[config.mk]
export PLATFORM = sky130hd
export DESIGN_NAME = phase_shift_gen
export DESIGN_NICKNAME = d
export VERILOG_FILES = /design/src/rtl/phase_gen_pkg.sv /design/src/rtl/phase_cfg_regs.sv /design/src/rtl/phase_shift_gen.sv
export SDC_FILE = /design/constraint.sdc
export NUM_CORES = 1
export LEC_CHECK = 0
export BUFFER_PORTS_ARGS = -buffer_cell sky130_fd_sc_hd__buf_2
export CAP_MARGIN = 20
export CORE_UTILIZATION = 55
export CTS_CLUSTER_DIAMETER = 50
export CTS_CLUSTER_SIZE = 12
export DETAILED_ROUTE_END_ITERATION = 12
export PLACE_DENSITY = 0.73
export SYNTH_ARGS = -nofsm -noshare
export SYNTH_HDL_FRONTEND = slang
export SYNTH_SLANG_ARGS = --single-unit
[constraint.sdc]
create_clock -name sys_clk -period 6.8 [get_ports sys_clk]
set_clock_uncertainty 0.2 [all_clocks]
set_input_delay 1.36 -clock sys_clk [delete_from_list [all_inputs] [get_ports sys_clk]]
set_output_delay 1.36 -clock sys_clk [all_outputs]
set_load 0.01 [all_outputs]
[src/rtl/phase_gen_pkg.sv]
// Shared definitions for the phase-shifted square-wave generator:
// controller state encoding and the default counter width.
package phase_gen_pkg;

   localparam int CNT_W_DEF = 32;

   typedef enum logic [0:0] {
      ST_IDLE = 1'b0,
      ST_RUN  = 1'b1
   } gen_state_e;

endpackage

[src/rtl/phase_cfg_regs.sv]
// Configuration front end: validates offered configs, holds the active and
// pending register sets, and drives the ready/error handshake signals.
module phase_cfg_regs
   import phase_gen_pkg::*;
#(
   parameter int CNT_W = CNT_W_DEF
) (
   input  logic             sys_clk,
   input  logic             rst_n,
   input  logic             run_i,
   input  logic             apply_i,
   input  logic             cfg_valid_i,
   input  logic [CNT_W-1:0] cfg_period_i,
   input  logic [CNT_W-1:0] cfg_high_i,
   input  logic [CNT_W-1:0] cfg_delay_i,
   output logic             cfg_ready_o,
   output logic             cfg_err_o,
   output logic             cfg_loaded_o,
   output logic [CNT_W-1:0] act_period_o,
   output logic [CNT_W-1:0] act_high_o,
   output logic [CNT_W-1:0] act_delay_o
);

   localparam logic [CNT_W-1:0] ONE = CNT_W'(1);
   localparam logic [CNT_W-1:0] TWO = CNT_W'(2);

   logic [CNT_W-1:0] act_period_q, act_period_d;
   logic [CNT_W-1:0] act_high_q,   act_high_d;
   logic [CNT_W-1:0] act_delay_q,  act_delay_d;
   logic [CNT_W-1:0] pend_period_q, pend_period_d;
   logic [CNT_W-1:0] pend_high_q,   pend_high_d;
   logic [CNT_W-1:0] pend_delay_q,  pend_delay_d;
   logic             pend_valid_q, pend_valid_d;
   logic             cfg_loaded_q, cfg_loaded_d;
   logic             cfg_err_q,    cfg_err_d;
   logic             xfer_s;
   logic             cfg_ok_s;

   // A transfer can never coincide with a pending apply: ready is low whenever
   // something is pending, so the old pending set is never overwritten.
   assign xfer_s   = cfg_valid_i && !pend_valid_q;
   assign cfg_ok_s = (cfg_period_i >= TWO) && (cfg_high_i >= ONE) &&
                     (cfg_high_i < cfg_period_i) && (cfg_delay_i < cfg_period_i);

   // Next-state logic for the active/pending register sets and flags.
   always_comb begin
      act_period_d  = act_period_q;
      act_high_d    = act_high_q;
      act_delay_d   = act_delay_q;
      pend_period_d = pend_period_q;
      pend_high_d   = pend_high_q;
      pend_delay_d  = pend_delay_q;
      pend_valid_d  = pend_valid_q;
      cfg_loaded_d  = cfg_loaded_q;
      cfg_err_d     = 1'b0;

      if (apply_i && pend_valid_q) begin
         act_period_d = pend_period_q;
         act_high_d   = pend_high_q;
         act_delay_d  = pend_delay_q;
         pend_valid_d = 1'b0;
      end else begin
         pend_valid_d = pend_valid_q;
      end

      if (xfer_s) begin
         if (!cfg_ok_s) begin
            cfg_err_d = 1'b1;
         end else if (!run_i) begin
            act_period_d = cfg_period_i;
            act_high_d   = cfg_high_i;
            act_delay_d  = cfg_delay_i;
            cfg_loaded_d = 1'b1;
         end else begin
            pend_period_d = cfg_period_i;
            pend_high_d   = cfg_high_i;
            pend_delay_d  = cfg_delay_i;
            pend_valid_d  = 1'b1;
         end
      end else begin
         cfg_err_d = 1'b0;
      end
   end

   // Configuration state registers.
   always_ff @(posedge sys_clk or negedge rst_n) begin
      if (!rst_n) begin
         act_period_q  <= '0;
         act_high_q    <= '0;
         act_delay_q   <= '0;
         pend_period_q <= '0;
         pend_high_q   <= '0;
         pend_delay_q  <= '0;
         pend_valid_q  <= 1'b0;
         cfg_loaded_q  <= 1'b0;
         cfg_err_q     <= 1'b0;
      end else begin
         act_period_q  <= act_period_d;
         act_high_q    <= act_high_d;
         act_delay_q   <= act_delay_d;
         pend_period_q <= pend_period_d;
         pend_high_q   <= pend_high_d;
         pend_delay_q  <= pend_delay_d;
         pend_valid_q  <= pend_valid_d;
         cfg_loaded_q  <= cfg_loaded_d;
         cfg_err_q     <= cfg_err_d;
      end
   end

   assign cfg_ready_o  = !pend_valid_q;
   assign cfg_err_o    = cfg_err_q;
   assign cfg_loaded_o = cfg_loaded_q;
   assign act_period_o = act_period_q;
   assign act_high_o   = act_high_q;
   assign act_delay_o  = act_delay_q;

endmodule

[src/rtl/phase_shift_gen.sv]
// Two square waves of common period/high time, the second lagging the first
// by a programmable number of cycles; counters and run control live here.
module phase_shift_gen
   import phase_gen_pkg::*;
#(
   parameter int CNT_W = CNT_W_DEF
) (
   input  logic             sys_clk,
   input  logic             rst_n,
   input  logic             enable,
   input  logic             cfg_valid,
   output logic             cfg_ready,
   input  logic [CNT_W-1:0] cfg_period,
   input  logic [CNT_W-1:0] cfg_high,
   input  logic [CNT_W-1:0] cfg_delay,
   output logic             sig_out0,
   output logic             sig_out1,
   output logic             period_tick,
   output logic             cfg_err
);

   localparam logic [CNT_W-1:0] ONE = CNT_W'(1);

   gen_state_e       state_q, state_d;
   logic [CNT_W-1:0] cnt0_q, cnt0_d;
   logic [CNT_W-1:0] cnt1_s;
   logic             sig0_q, sig0_d;
   logic             sig1_q, sig1_d;
   logic             tick_q, tick_d;
   logic [CNT_W-1:0] act_period_s;
   logic [CNT_W-1:0] act_high_s;
   logic [CNT_W-1:0] act_delay_s;
   logic             cfg_loaded_s;
   logic             run_s;
   logic             wrap_s;
   logic             apply_s;

   assign run_s   = (state_q == ST_RUN);
   assign wrap_s  = (cnt0_q == (act_period_s - ONE));
   assign apply_s = run_s && wrap_s;

   phase_cfg_regs #(
      .CNT_W (CNT_W)
   ) u_cfg (
      .sys_clk      (sys_clk),
      .rst_n        (rst_n),
      .run_i        (run_s),
      .apply_i      (apply_s),
      .cfg_valid_i  (cfg_valid),
      .cfg_period_i (cfg_period),
      .cfg_high_i   (cfg_high),
      .cfg_delay_i  (cfg_delay),
      .cfg_ready_o  (cfg_ready),
      .cfg_err_o    (cfg_err),
      .cfg_loaded_o (cfg_loaded_s),
      .act_period_o (act_period_s),
      .act_high_o   (act_high_s),
      .act_delay_o  (act_delay_s)
   );

   // Run control and reference phase counter.
   always_comb begin
      state_d = state_q;
      cnt0_d  = '0;
      case (state_q)
         ST_IDLE: begin
            cnt0_d = '0;
            if (enable && cfg_loaded_s) begin
               state_d = ST_RUN;
            end else begin
               state_d = ST_IDLE;
            end
         end
         ST_RUN: begin
            if (!enable) begin
               state_d = ST_IDLE;
               cnt0_d  = '0;
            end else begin
               state_d = ST_RUN;
               cnt0_d  = wrap_s ? '0 : (cnt0_q + ONE);
            end
         end
         default: begin
            state_d = ST_IDLE;
            cnt0_d  = '0;
         end
      endcase
   end

   // Lagged phase: delay < period keeps both terms below period, so no carry out.
   always_comb begin
      cnt1_s = '0;
      if (cnt0_q >= act_delay_s) begin
         cnt1_s = cnt0_q - act_delay_s;
      end else begin
         cnt1_s = cnt0_q + (act_period_s - act_delay_s);
      end
   end

   // Output decode, one cycle behind the counter.
   always_comb begin
      sig0_d = run_s && (cnt0_q < act_high_s);
      sig1_d = run_s && (cnt1_s < act_high_s);
      tick_d = sig0_d && !sig0_q;
   end

   // Controller and output registers.
   always_ff @(posedge sys_clk or negedge rst_n) begin
      if (!rst_n) begin
         state_q <= ST_IDLE;
         cnt0_q  <= '0;
         sig0_q  <= 1'b0;
         sig1_q  <= 1'b0;
         tick_q  <= 1'b0;
      end else begin
         state_q <= state_d;
         cnt0_q  <= cnt0_d;
         sig0_q  <= sig0_d;
         sig1_q  <= sig1_d;
         tick_q  <= tick_d;
      end
   end

   assign sig_out0    = sig0_q;
   assign sig_out1    = sig1_q;
   assign period_tick = tick_q;

endmodule

==> flow_metrics.py, run 1 <==
metrics = {
    "final_layout": {
        "register_area_um2": 5780,
        "area_growth_syn_to_layout_pct": 9.93,
        "multi_input_area_um2": 11400,
        "nFillCells": 2694,
        "utilization": 0.617,
        "fin_cells": 2548,
        "drive_gt1_frac": 0.131,
        "finalNetCount": 2413,
        "n_antenna_cell": 0,
    },
    "critical_path": {
        "ff2ff_setup_slack_ps": 680,
        "path_max_fanout": 10,
        "r2r-start": "cnt0_q[2]",
        "cp.arrival_ps": 6380,
        "cp-endpoint": "sig_out1",
        "critPathRequiredTime_ps": 7060,
        "slowest_delay_ps": 560,
        "path_class": "flip-flop to flip-flop",
        "start_kind": "flip-flop",
        "worst_path_max_delay_cell": "dfrtp_1",
        "cp-startpoint": "cnt0_q[2]",
        "end_kind": "flip-flop",
        "worstPathCellList": "inv_1 > fa_1 > inv_1 > ha_1 > nor2b_1 > o31ai_1 > a21oi_1 > a41oi_1 > o31a_1 > o21ai_0 > a311o_1 > a211oi_1 > o22ai_1 > a311o_1 > ha_1 > nand3_1 > nor4_1 > and3_1 > a221oi_1 > o21ai_0 > a21oi_1 > o21a_1",
        "reg2reg_to": "sig_out1",
        "rr_worst_depth": 22,
    },
    "sta": {
        "finalSetupViolations": 0,
        "fmax_mhz": 163,
        "setup-tns-final_ps": 0,
        "finalCritPeriodShare": 0.900,
        "hold_viol": 0,
        "period_needed_ps": 6120,
        "layout_setup_ws_ps": 681,
        "grt_setup_unrepaired": "no",
        "tightest_slew_ps": 914,
        "slew_headroom": 0.390,
        "drv_slew": 0,
    },
    "placed_design": {
        "place.port_buffers": 104,
        "place_congestion": 0.996,
        "dp_slack_ps": 867,
        "dpl.cell_count": 2503,
        "hpwl_um": 40300,
    },
    "logic_synthesis": {
        "synth_edf_count": 0,
        "synth_top_family_by_area": "adder cells",
        "synth_adder_area_share": 0.165,
        "yosys_register_bits": 231,
        "synth_commonest_cells": "inv_1, dfrtp_1, ha_1",
        "synth.distinct_cells": 68,
        "async_flop_share": 1.00,
        "syn-mean-instance-area_um2": 9.11,
        "synth_compound_area_frac": 0.147,
        "synth_top_cell_area_share": 0.315,
        "yosys_warnings": 0,
        "syn-cell-area_um2": 18300,
        "yosys.area_share.xor_xnor": 0.0564,
        "muxShareOfSynthArea": 0.115,
        "yosys-top-cells-area": "dfrtp_1, ha_1, mux2_2, mux2i_1, inv_1",
        "ys_seq_area_frac": 0.315,
        "synth_fp_nets": 2333,
        "synthSimpleGateAreaFrac": 0.137,
        "synth_area_leader_cell": "dfrtp_1",
        "synth_cells": 2011,
        "yosysMostFrequentCell": "inv_1",
        "postSynth.topFlopCell": "dfrtp_1",
    },
    "global_routing": {
        "groute.usage.overall": 0.309,
        "gr-total-overflow": 0,
        "grt_pass1_wl_um": 80900,
        "antenna_found_initial": 0,
        "grt_max_degree": 162,
        "grt_pass1_vias": 14802,
    },
    "routing": {
        "drt_iter0_drc": 1437,
        "wl_per_cell_um": 20.3,
        "routed_wl_um": 51700,
        "ant_nets": 0,
        "dr.pass1.iters": 5,
        "dr_total_vias": 15399,
        "routed_via_density": 6.04,
        "post-route-drc-count": 0,
    },
    "power_and_ir_drop": {
        "p_per_area_nw_per_um2": 150,
        "vdd_drop_max_mv": 0.242,
        "p_leak_nw": 10.9,
    },
    "floorplan": {
        "start_util": 0.562,
        "ioPinCount": 105,
        "coreArea_um2": 32600,
        "die_h_um": 185,
        "die_x_um": 185,
        "die-area_um2": 34000,
        "rows": 66,
    },
    "clock_network": {
        "cts_tree": "done",
        "numClockSinks": 231,
        "htreeDepth": 1,
        "clk_latency_ps": 580,
        "post_cts.repair.setup_buffers": 0,
        "cts_root_buf": "clkbuf_16",
        "clk_pin_slew_worst_paths_ps": 60,
        "post_cts_resized": 0,
        "cts_hold_buf": 0,
        "cts-buffers-inserted": 28,
        "clk_path_buf_depth": 3,
    },
    "outcome": {
        "status": "finished clean",
    },
    "job": {
        "drv_cap": 0,
    },
    "min_path": {
        "whs_path_depth": 1,
        "worstHoldPathType": "flip-flop to flip-flop",
    },
}
[registers in the layout (all words and copies together) (netlist names)]
register / count
cnt0_q: 32
u_cfg.pend_valid_q: 1
u_cfg.pend_period_q: 32
run_s: 1
u_cfg.pend_high_q: 32
u_cfg.pend_delay_q: 32
u_cfg.cfg_loaded_o: 1
sig_out0: 1
sig_out1: 1
period_tick: 1
u_cfg.cfg_err_o: 1
u_cfg.act_delay_o: 32
u_cfg.act_period_o: 32
u_cfg.act_high_o: 32
[per-stage QoR]
step / total power (W) / hold slack [ps] / area [µm²]
floorplan: 0.00147 / 241 / 18300
global placement: 0.00158 / 234 / 19300
detailed placement: 0.00158 / 237 / 19300
CTS: 0.00304 / 245 / 20100
global route: 0.00311 / 262 / 20100
finish: 0.00302 / 240 / 20100
[cell type report]
cell class,instances,share of cell area
Inverter,233,0.0434
Multi-Input combinational cell,1481,0.566
Sequential cell,231,0.287
Clock inverter,12,0.00721
Clock buffer,33,0.0367
Timing Repair Buffer,116,0.0327
Tap cell,442,0.0275
[report_power, final]
group / internal, W / switching, W
sequential: 0.00137 / 0
clock: 0.000853 / 0.000604
combinational: 0.0000649 / 0.000120
[kinds of logic after synthesis]
family	Yosys count
AND/OR/NAND/NOR	500
buffers and inverters	299
AO/OA/AOI/OAI	442
adder cells (fa/ha/maj)	222
XOR/XNOR	118
multiplexers	199
flip-flops	231
[how the worst min path moves through the flow]
stage | endpoint | startpoint | slack (ps)
floorplan | u_cfg.cfg_loaded_o | u_cfg.cfg_loaded_o | 240
CTS | period_tick | sig_out0 | 240
finish | period_tick | sig_out0 | 240
global route | period_tick | sig_out0 | 260
global placement | period_tick | sig_out0 | 230
detailed placement | period_tick | sig_out0 | 240
[critical path, delay by kind of cell (launching register included)]
| family | cells | cell delay [ps] |
|---|---|---|
| adder cells (fa/ha/maj) | 3 | 1180 |
| flip-flops | 1 | 560 |
| buffers and inverters | 2 | 150 |
| AND/OR/NAND/NOR | 4 | 890 |
| AO/OA/AOI/OAI | 13 | 3050 |
[layout by cell type (no fill, tap or decap), types with 7 or more instances in the layout]
master and count:
and3_1 15, a21oi_1 110, nand3_1 47, buf_4 9, a211oi_1 11, mux2_2 99
nand4_1 36, buf_2 103, inv_1 233, nand2b_1 19, o21ai_0 125, fa_1 32
nor4_1 26, a21o_1 70, clkbuf_16 28, o21a_1 10, dfrtp_1 231, o21ai_1 40
nor2b_1 15, xor2_1 32, a211o_1 7, xnor2_1 86, nor3_1 30, nand2_1 169
or3_1 13, o21bai_1 11, mux2i_1 100, or4_1 10, nor2_1 86, ha_1 190
[layer usage]
layer	GRT usage	routed length [µm]	vias to the layer above
met2	0.462	22200	640
met1	0.442	22900	7429
met3	0.0549	4600	102
met5	0	0	-
met4	0.116	1920	0
li1	-	-	7228
No activity file was read; power rests on OpenSTA's default activity.
==> run 2, diff against run 1 <==
--- a/config.mk
+++ b/config.mk
@@ -11,7 +11,7 @@
 export CTS_CLUSTER_DIAMETER = 50
 export CTS_CLUSTER_SIZE = 12
 export DETAILED_ROUTE_END_ITERATION = 12
-export PLACE_DENSITY = 0.73
+export PLACE_DENSITY = 0.78
 export SYNTH_ARGS = -nofsm -noshare
 export SYNTH_HDL_FRONTEND = slang
 export SYNTH_SLANG_ARGS = --single-unit
==> run 2 against run 1 <==
Sequential power about the same. Count of clock-buffer cells in the layout down 2. Via count up 1.3%. Fmax up 3.8%. Global-route usage up 1.2 points. Routed wire length up 4.2%. Register-to-register slack better by 220 ps. First-iteration DRC count down 4.9%. Largest cell class unchanged.
==> flow_metrics.py, run 2 (same netlist as run 1, synthesis figures left out) <==
metrics = {
    "outcome": {
        "status": "finished clean",
    },
    "power_and_ir_drop": {
        "p_per_area_nw_per_um2": 149,
        "vdd_drop_max_mv": 0.216,
        "p_leak_nw": 10.9,
    },
    "clock_network": {
        "cts_tree": "done",
        "clk_path_buf_depth": 3,
        "cts-buffers-inserted": 28,
        "htreeDepth": 1,
        "clk_latency_ps": 560,
        "post_cts_resized": 0,
        "clk_pin_slew_worst_paths_ps": 60,
        "cts_root_buf": "clkbuf_16",
        "numClockSinks": 231,
        "post_cts.repair.setup_buffers": 0,
        "cts_hold_buf": 0,
    },
    "final_layout": {
        "layout_common_cells": "inv_1, dfrtp_1, ha_1, nand2_1, o21ai_0",
        "utilization": 0.617,
        "finalNetCount": 2414,
        "drive_gt1_frac": 0.130,
        "n_antenna_cell": 0,
        "area_growth_syn_to_layout_pct": 9.76,
        "final_common_cell": "inv_1",
        "fin_cells": 2544,
    },
    "routing": {
        "ant_nets": 0,
        "wl_per_cell_um": 21.2,
        "routed_via_density": 6.13,
        "dr_total_vias": 15598,
        "routed_wl_um": 53800,
        "post-route-drc-count": 0,
        "dr.pass1.iters": 5,
        "drt_iter0_drc": 1366,
    },
    "sta": {
        "tightest_slew_ps": 877,
        "whs_ps": 269,
        "setup-tns-final_ps": 0,
        "finalSetupViolations": 0,
        "slew_headroom": 0.416,
        "fmax_mhz": 170,
        "finalCritPeriodShare": 0.867,
        "hold_viol": 0,
        "grt_setup_unrepaired": "no",
        "drv_slew": 0,
        "period_needed_ps": 5900,
    },
    "global_routing": {
        "grt_max_degree": 150,
        "gr-total-overflow": 0,
        "antenna_found_initial": 1,
        "grt_pass1_vias": 15167,
        "groute.usage.overall": 0.321,
        "grt_pass1_wl_um": 84000,
    },
    "critical_path": {
        "critPathRequiredTime_ps": 7040,
        "path_max_fanout": 10,
        "end_kind": "flip-flop",
        "cp-startpoint": "cnt0_q[2]",
        "rr_worst_depth": 22,
        "worst_path_max_delay_cell": "dfrtp_1",
        "r2r-start": "cnt0_q[2]",
        "start_kind": "flip-flop",
        "cp.arrival_ps": 6140,
        "reg2reg_to": "sig_out1",
        "slowest_delay_ps": 570,
        "worstPathCellList": "inv_1 > fa_1 > inv_1 > ha_1 > nor2b_1 > o31ai_1 > a21oi_1 > a41oi_1 > o31a_1 > o21ai_0 > a311o_1 > a211oi_1 > o22ai_1 > a311o_1 > ha_1 > nand3_1 > nor4_1 > and3_1 > a221oi_1 > o21ai_0 > a21oi_1 > o21a_1",
        "ff2ff_setup_slack_ps": 900,
        "path_class": "flip-flop to flip-flop",
    },
    "placed_design": {
        "place_congestion": 0.987,
        "dpl.cell_count": 2504,
        "place.port_buffers": 104,
        "hpwl_um": 42100,
    },
    "floorplan": {
        "ioPinCount": 105,
        "rows": 66,
        "coreArea_um2": 32600,
        "die-area_um2": 34000,
        "die_x_um": 185,
        "die_h_um": 185,
        "start_util": 0.562,
    },
    "min_path": {
        "worstHoldPathType": "flip-flop to flip-flop",
        "min_to": "u_cfg.cfg_loaded_o",
        "whs_path_depth": 1,
        "holdCritStartpoint": "u_cfg.cfg_loaded_o",
    },
    "job": {
        "drv_cap": 0,
    },
}
==> run 2: worst max path at each step <==
stage / endpoint / slack, ps / cells after the start
after floorplan: sig_out1 / 1530 / 23
after global placement: sig_out1 / 1060 / 22
after detailed placement: sig_out1 / 980 / 22
after CTS: sig_out1 / 960 / 22
after global routing: sig_out1 / 400 / 22
final: sig_out1 / 900 / 22
==> run 2: critical path: cells and delay by family, from the launching register on <==
family	cells	cell delay, ps
AND/OR/NAND/NOR	4	780
adder cells (fa/ha/maj)	3	1160
flip-flops	1	570
buffers and inverters	2	160
AO/OA/AOI/OAI	13	2910
==> run 2: area by class of cell <==
type | count | area (µm²)
clock buffers | 31 | 743
well taps | 442 | 553
repair buffers | 117 | 666
multi-input cells | 1481 | 11400
flip-flops and latches | 231 | 5780
clock inverters | 9 | 108
inverters | 233 | 875
fillers | 2691 | 12500
==> run 2: metal layers <==
metal | GRT usage | up-vias | routed length (µm)
met3 | 0.0557 | 118 | 4670
met5 | 0 | - | 0
met2 | 0.479 | 639 | 23300
met1 | 0.458 | 7629 | 23700
li1 | - | 7212 | -
met4 | 0.132 | 0 | 2180
==> run 2: report_power, final <==
| part | switching [W] | internal, W | leakage [nW] |
|---|---|---|---|
| clock network | 0.000605 | 0.000822 | 0.420 |
| registers | 0 | 0.00137 | 2.72 |
| logic | 0.000123 | 0.0000664 | 7.77 |
==> run 2: per-stage QoR <==
stage / area, µm² / worst slack [ps] / power [W]
final: 20100 / 904 / 0.00299
after global placement: 19300 / 1060 / 0.00158
after CTS: 20100 / 957 / 0.00301
after global routing: 20100 / 398 / 0.00308
after floorplan: 18300 / 1530 / 0.00147
after detailed placement: 19300 / 975 / 0.00159
==> run 3, diff against run 2 <==
--- a/config.mk
+++ b/config.mk
@@ -7,11 +7,11 @@
 export LEC_CHECK = 0
 export BUFFER_PORTS_ARGS = -buffer_cell sky130_fd_sc_hd__buf_2
 export CAP_MARGIN = 20
-export CORE_UTILIZATION = 55
+export CORE_UTILIZATION = 45
 export CTS_CLUSTER_DIAMETER = 50
 export CTS_CLUSTER_SIZE = 12
 export DETAILED_ROUTE_END_ITERATION = 12
-export PLACE_DENSITY = 0.78
+export PLACE_DENSITY = 0.67
 export SYNTH_ARGS = -nofsm -noshare
 export SYNTH_HDL_FRONTEND = slang
 export SYNTH_SLANG_ARGS = --single-unit
==> run 3 against run 2 <==
Final area is 0.57% higher. Sequential power hardly changed. Largest cell class unchanged. Fmax is 1.9% lower. Final cell count is 3.3% higher. Combinational power hardly changed. Register-to-register slack worse by 110 ps. First-iteration DRC count is 9.6% lower. Power is 0.67% higher. Hold slack better by 2.0 ps.
==> flow_metrics.py, run 3 (same netlist as run 1, synthesis figures left out) <==
metrics = {
    "critical_path": {
        "worst_path_max_delay_cell": "dfrtp_1",
        "worstPathCellList": "inv_1 > fa_1 > inv_1 > ha_1 > nor2b_1 > o31ai_1 > a21oi_1 > a41oi_1 > o31a_1 > o21ai_0 > a311o_1 > a211oi_1 > o22ai_1 > a311o_1 > ha_1 > nand3_1 > nor4_1 > and3_1 > a221oi_1 > o21ai_0 > a21oi_1 > o21a_1",
        "start_kind": "flip-flop",
        "slowest_delay_ps": 570,
        "path_class": "flip-flop to flip-flop",
        "path_max_fanout": 10,
        "critPathRequiredTime_ps": 7020,
        "cp.arrival_ps": 6230,
        "end_kind": "flip-flop",
    },
    "floorplan": {
        "start_util": 0.459,
        "die-area_um2": 41500,
        "coreArea_um2": 39900,
        "die_h_um": 204,
        "die_x_um": 204,
        "rows": 73,
        "ioPinCount": 105,
    },
    "global_routing": {
        "antenna_found_initial": 0,
        "grt_pass1_vias": 14702,
        "grt_pass1_wl_um": 84700,
        "grt_max_degree": 131,
        "groute.usage.overall": 0.263,
        "gr-total-overflow": 0,
    },
    "clock_network": {
        "cts_tree": "done",
        "cts-buffers-inserted": 27,
        "htreeDepth": 1,
        "post_cts.repair.setup_buffers": 0,
        "cts_hold_buf": 0,
        "clk_latency_ps": 540,
        "clk_pin_slew_worst_paths_ps": 60,
        "post_cts_resized": 0,
        "clk_path_buf_depth": 3,
        "numClockSinks": 231,
        "cts_root_buf": "clkbuf_16",
    },
    "sta": {
        "grt_setup_unrepaired": "no",
        "finalSetupViolations": 0,
        "whs_ps": 272,
        "hold_viol": 0,
        "setup-tns-final_ps": 0,
        "period_needed_ps": 6010,
        "fmax_mhz": 166,
        "slew_headroom": 0.280,
        "tightest_slew_ps": 1080,
        "drv_slew": 0,
        "finalCritPeriodShare": 0.884,
    },
    "power_and_ir_drop": {
        "p_leak_nw": 10.9,
        "total_power_w": 0.00301,
        "vdd_drop_max_mv": 0.188,
        "p_per_area_nw_per_um2": 149,
    },
    "min_path": {
        "worstHoldPathType": "flip-flop to flip-flop",
    },
    "routing": {
        "wl_met3_um": 3420,
        "met1_length_um": 25800,
        "post-route-drc-count": 0,
        "routed_via_density": 5.77,
        "drt_iter0_drc": 1235,
        "dr.pass1.iters": 6,
        "wl_per_cell_um": 20.7,
        "ant_nets": 0,
        "route.met2.wl_um": 23500,
        "dr_total_vias": 15169,
        "top_layer": "met4",
        "routed_wl_um": 54300,
    },
    "placed_design": {
        "hpwl_um": 43400,
        "placed_cell_area_um2": 19400,
        "place.port_buffers": 104,
        "place_congestion": 0.962,
    },
    "final_layout": {
        "finalNetCount": 2414,
        "layout_common_cells": "inv_1, dfrtp_1, ha_1, nand2_1, o21ai_0",
        "final_common_cell": "inv_1",
        "area_growth_syn_to_layout_pct": 10.4,
        "final_cell_area_um2": 20200,
        "drive_gt1_frac": 0.131,
    },
    "job": {
        "drv_cap": 0,
    },
    "outcome": {
        "status": "finished clean",
    },
}
run 3: report_power, final:
part / switching, W / leakage (nW) / total (W) / internal [W]
sequential: 0 / 2.72 / 0.00137 / 0.00137
combinational: 0.000123 / 7.77 / 0.000188 / 0.0000654
clock: 0.000583 / 0.428 / 0.00145 / 0.000866
total: 0.000705 / 10.9 / 0.00301 / 0.00231
run 3: path summary, 6_finish.rpt:
| check | to | startpoint | slack [ps] | cells after the start |
|---|---|---|---|---|
| setup / recovery | sig_out1 | cnt0_q[2] | 790 | 22 |
| hold / removal | u_cfg.cfg_loaded_o | u_cfg.cfg_loaded_o | 270 | 1 |
| setup reg to reg | sig_out1 | cnt0_q[2] | 790 | 22 |
| hold reg to reg | u_cfg.cfg_loaded_o | u_cfg.cfg_loaded_o | 270 | 1 |
| max in group asynchronous | cnt0_q[29] | rst_n | 4480 | 2 |
| min in group asynchronous | u_cfg.act_high_o[2] | rst_n | 650 | 1 |
run 3: stage by stage:
| step | std cells | util | setup WS [ps] |
|---|---|---|---|
| 2_1_floorplan | 2011 | - | 1530 |
| 3_3_place_gp | 2588 | 0.485 | 1010 |
| 3_5_place_dp | 2588 | 0.485 | 856 |
| 4_1_cts | 2628 | 0.507 | 823 |
| 5_1_grt | 2628 | 0.507 | 409 |
| 6_report | 2629 | 0.507 | 791 |
run 3: per-layer routing:
layer | GRT usage | up-vias
met5 | 0 | -
met2 | 0.400 | 532
met3 | 0.0329 | 74
met1 | 0.386 | 7333
li1 | - | 7230
met4 | 0.0832 | 0
run 3: critical path, delay by kind of cell, from the launching register on:
| family | cells | cell delay [ps] |
|---|---|---|
| AO/OA/AOI/OAI | 13 | 2990 |
| buffers and inverters | 2 | 160 |
| adder cells (fa/ha/maj) | 3 | 1180 |
| AND/OR/NAND/NOR | 4 | 790 |
| flip-flops | 1 | 570 |
run 3: cell type report:
class,instances,area (µm²)
Fill cell,3671,19700
Clock buffer,31,721
Antenna cell,1,2.50
Tap cell,525,657
Clock inverter,9,139
Sequential cell,231,5780
Multi-Input combinational cell,1481,11400
Inverter,233,875
Timing Repair Buffer,118,661
